File: config.mk
export PLATFORM = sky130hd
export DESIGN_NAME = decode_stage_pipe
export DESIGN_NICKNAME = d
export VERILOG_FILES = /design/src/rtl/decode_stage_pipe.sv
export SDC_FILE = /design/constraint.sdc
export NUM_CORES = 2
export LEC_CHECK = 0
export CORE_MARGIN = 2
export CORE_UTILIZATION = 50
export CTS_CLUSTER_SIZE = 14
export DETAILED_ROUTE_END_ITERATION = 8
export DONT_BUFFER_PORTS = 1
export GPL_TIMING_DRIVEN = 0
export SLEW_MARGIN = 20
export SYNTH_ARGS = -nofsm -noshare
export SYNTH_HDL_FRONTEND = slang
export SYNTH_SLANG_ARGS = --single-unit
File: constraint.sdc
create_clock -name clk -period 4.9 [get_ports clk]
set_clock_uncertainty 0.15 [all_clocks]
set_input_delay 0.735 -clock clk [delete_from_list [all_inputs] [get_ports clk]]
set_output_delay 0.735 -clock clk [all_outputs]
set_load 0.05 [all_outputs]
File: src/rtl/decode_stage_pipe.sv
// Decode stage: register file, immediate generation and the ID/EX pipeline register.
// Optional macro REGFILE_BYPASS_EN forwards same-cycle writeback data onto the read ports.
module decode_stage_pipe #(
    parameter int XLEN  = 32,
    parameter int NREGS = 32,
    parameter int AW    = 5
) (
    input  logic            clk,
    input  logic            rst,
    input  logic            stall_d,
    input  logic            flush_e,
    input  logic            valid_d,
    input  logic [31:0]     instr_d,
    input  logic [2:0]      imm_src_d,
    input  logic [XLEN-1:0] pc_d,
    input  logic [XLEN-1:0] pc_plus4_d,
    input  logic            reg_write_w,
    input  logic [AW-1:0]   rd_w,
    input  logic [XLEN-1:0] result_w,
    output logic [XLEN-1:0] rd1_e,
    output logic [XLEN-1:0] rd2_e,
    output logic [XLEN-1:0] imm_ext_e,
    output logic [XLEN-1:0] pc_e,
    output logic [XLEN-1:0] pc_plus4_e,
    output logic [AW-1:0]   rs1_e,
    output logic [AW-1:0]   rs2_e,
    output logic [AW-1:0]   rd_e,
    output logic            valid_e
);

    logic [XLEN-1:0] regs [NREGS];
    logic [AW-1:0]   rs1_d, rs2_d, rd_d;
    logic [XLEN-1:0] rd1_d, rd2_d, imm_ext_d;
    logic [31:0]     imm32;
    logic            wr_en;

    assign rs1_d = AW'(instr_d[19:15]);
    assign rs2_d = AW'(instr_d[24:20]);
    assign rd_d  = AW'(instr_d[11:7]);
    assign wr_en = reg_write_w && (rd_w != '0);

    // x0 has no storage write path; reads of it are forced to zero as well.
    always_ff @(posedge clk) begin
        if (rst) begin
            for (int i = 0; i < NREGS; i++) regs[i] <= '0;
        end else if (wr_en) begin
            regs[rd_w] <= result_w;
        end
    end

    always_comb begin
        rd1_d = regs[rs1_d];
        rd2_d = regs[rs2_d];
`ifdef REGFILE_BYPASS_EN
        if (wr_en && rd_w == rs1_d) rd1_d = result_w;
        if (wr_en && rd_w == rs2_d) rd2_d = result_w;
`endif
        if (rs1_d == '0) rd1_d = '0;
        if (rs2_d == '0) rd2_d = '0;
    end

    always_comb begin
        imm32 = '0;
        case (imm_src_d)
            3'd0: imm32 = {{20{instr_d[31]}}, instr_d[31:20]};
            3'd1: imm32 = {{20{instr_d[31]}}, instr_d[31:25], instr_d[11:7]};
            3'd2: imm32 = {{20{instr_d[31]}}, instr_d[7], instr_d[30:25], instr_d[11:8], 1'b0};
            3'd3: imm32 = {{12{instr_d[31]}}, instr_d[19:12], instr_d[20], instr_d[30:21], 1'b0};
            3'd4: imm32 = {instr_d[31:12], 12'b0};
            default: imm32 = '0;
        endcase
    end

    assign imm_ext_d = XLEN'($signed(imm32));

    always_ff @(posedge clk) begin
        if (rst || flush_e) begin
            rd1_e      <= '0;
            rd2_e      <= '0;
            imm_ext_e  <= '0;
            pc_e       <= '0;
            pc_plus4_e <= '0;
            rs1_e      <= '0;
            rs2_e      <= '0;
            rd_e       <= '0;
            valid_e    <= 1'b0;
        end else if (!stall_d) begin
            rd1_e      <= rd1_d;
            rd2_e      <= rd2_d;
            imm_ext_e  <= imm_ext_d;
            pc_e       <= pc_d;
            pc_plus4_e <= pc_plus4_d;
            rs1_e      <= rs1_d;
            rs2_e      <= rs2_d;
            rd_e       <= rd_d;
            valid_e    <= valid_d;
        end
    end

endmodule

==> impl_metrics.ini <==
[worst_hold_path]
hold_path.class = input pin to register

[finish]
layout.nets = 4710
fin_area_um2 = 69300
syn2layout_area_growth_pct = 12.9
drive_above_1_share_pct = 18.8
final_util_pct = 56.9
fillCellCount = 9878

[pwr]
clock_power_share_pct = 41.8
peakVddDrop_v = 0.000404
pwr-share-seq_pct = 47.9
p_per_area_nw_per_um2 = 366
p_leak_nw = 24.6
switchingPower_mw = 6.49
combPwrFrac_pct = 10.3
p_int_mw = 18.9
swShare_pct = 25.6

[timing]
maxSlewViolCount = 0
rsz0062_at_grt = false
fin_crit_sh_pct = 73.0
setup_tns_ns = 0
relSlewSlack_pct = 21.9
setup_viol = 0
worst_pin_slew_ns = 1.17
hold_violations = 0
fmax_mhz = 280
fin_crit_ns = 3.57
worst_slack_ns = 1.33
fin_hold_ws_ns = 0.0324

[route]
wl_per_cell_um = 36.1
drt_pass1_iterations = 7
wl_met1_um = 86400
drtAntennaViolNets = 0
vias_per_cell = 6.43
first_iter_violations = 5425
vias = 40741
wirelength_um = 228000
drc_errors = 0
top_layer = met5
wl_met3_um = 25400
met2_length_um = 104000

[place]
gp_routability_congestion = 0.981
post-place-ws_ns = 0.759
portBuffers = 0
hpwl_um = 164000
placed_area_um2 = 63600

[global_route]
globalRouteOverflowTotal = 0
grt_pass1_wl_um = 312000
grtUsageTotal_pct = 36.1
antenna_found_initial = 13
grt_pass1_vias = 40606
grt_max_degree = 33

[synth]
synthTopCellsByArea = edfxtp_1 (50%), mux4_2 (14%), and2_1 (11%)
synth_area_um2 = 61400
yosysTopAreaCell = edfxtp_1
syn_avg_cell_area_um2 = 14.3
synth_flop_cell = edfxtp_1
yosysUniqueCellTypes = 45
synth_top_area_share_pct = 50.1
synth_seq_cells = 1200
synthArstFlopShare_pct = 0
synth_common_cells = and2_1 (1032), edfxtp_1 (1024), mux4_2 (384), mux2i_1 (376), clkbuf_1 (315)
syn_inst = 4286
yosys_warnings = 0
yosysMostFrequentCell = and2_1
ys_seq_area_share_pct = 55.8
synth_enable_flop_cells = 1024

[worst_setup_path]
slowest_stage = a21boi_0
critical_path.startpoint_type = input pin
path_max_fanout = 10
crit_chain = buf_6, buf_6, and2_1, clkbuf_1, clkbuf_1, a22oi_1, a21boi_0, o311ai_1
path_buf_inv = 4
cpPeakStageDelay_ns = 0.93
crit_type = input pin to register
cp_data_required_time_ns = 5.36
cp.arrival_ns = 4.04
end_kind = register
crit_family = buffers and inverters

[clocking]
cts_inserted_buffers = 139
cts.clk_slew.worst_paths_ns = 0.06
cts.path.max_buffers = 3
worstSkewPairLatency_ns = 0.81
cts_root_buffer = clkbuf_16
cts_tree = done
htreeDepth = 4
postCtsSetupBuffers = 0
cts.sinks = 1200

[floorplan]
core_um2 = 122000
num_io_pins = 318
die_w_um = 354
rows = 128
die_h_um = 354
die_area_um2 = 126000
start_util_pct = 50.4

[outcome]
status = finished clean

[run]
drv_cap = 0
repair_timing:
action	CTS	global route
hold buffers	107	0
resized for setup	0	0
endpoints found under the hold margin	113	0
through the flow:
step,total power [mW],std cells
after detailed placement,14.8,5943
after floorplan,13.8,4317
final,25.4,6332
after global placement,14.8,5942
after CTS,25.3,6300
after global routing,25.9,6318
final cells by class:
class	count	area, um^2	area share, %
plain buffers	452	2000	2.89
inverters	20	75.1	0.108
clock buffers	190	3880	5.59
diodes	30	75.1	0.108
flip-flops and latches	1200	34300	49.4
well taps	1625	2030	2.93
clock inverters	60	649	0.937
repair buffers	110	1130	1.62
multi-input cells	2645	25200	36.4
kinds of logic (layout without fill, tap and decap cells):
| group | count (synthesis) | count (layout) | synth area share, % |
|---|---|---|---|
| buffers and inverters | 472 | 832 | 3.36 |
| xor gates and xnor gates | 1 | 1 | 0.0143 |
| muxes | 828 | 828 | 21.5 |
| DFF | 1200 | 1200 | 55.8 |
| and+or+nand+nor | 1402 | 1402 | 13.9 |
| other | 1 | 62 | 0.00611 |
| AOI/OAI and AO/OA | 382 | 382 | 5.41 |
cells in the final DEF (no fill, tap or decap), types with 32 or more instances in the layout:
| master | instances |
|---|---|
| a21oi_1 | 42 |
| a221oi_2 | 60 |
| a22oi_1 | 139 |
| and2_1 | 1032 |
| and4b_1 | 64 |
| buf_2 | 104 |
| clkbuf_1 | 345 |
| clkbuf_16 | 144 |
| conb_1 | 32 |
| dfxtp_1 | 176 |
| dlygate4sd3_1 | 107 |
| edfxtp_1 | 1024 |
| mux2_2 | 68 |
| mux2i_1 | 376 |
| mux4_2 | 384 |
| nand2_1 | 89 |
| nor2_1 | 130 |
| o311ai_1 | 64 |
registers in the layout, summed over array words and instances, names as in the netlist:
register / count
pc_plus4_e: 32
imm_ext_e: 32
pc_e: 32
valid_e: 1
rd1_e: 32
regs: 1024
rs2_e: 5
rs1_e: 5
rd_e: 5
rd2_e: 32
final timing paths:
check | startpoint | endpoint | slack (ns) | cells after the start
worst max-delay path | instr_d[20] | rd2_e[28] | 1.33 | 8
worst min-delay path | result_w[24] | regs[31][24] | 0.03 | 1
worst max register to register | regs[31][28] | rd2_e[28] | 2.70 | 4
worst min register to register | imm_ext_e[25] | imm_ext_e[25] | 0.56 | 2
power groups by stage:
stage                     registers [mW]  logic, mW  clock network (mW)
after floorplan                     12.2       1.62                   0
after detailed placement            12.4       2.47                   0
after global routing                12.2       2.69                11.0
after CTS                           12.2       2.56                10.6
final                               12.2       2.60                10.6
after global placement              12.3       2.45                   0
worst reg2reg max path, stage by stage, from the launching register on:
cell and delay [ns]:
edfxtp_1 0.41, mux2i_1 0.19, a22oi_1 0.10, a21boi_0 0.93
o311ai_1 0.22
layer usage:
metal / up-vias / global-route usage (%)
met1: 21098 / 46.4
met4: 10 / 18.7
met3: 482 / 11.3
li1: 16858 / -
met2: 2293 / 55.1
met5: - / 0
No activity file was read; power rests on OpenSTA's default activity.
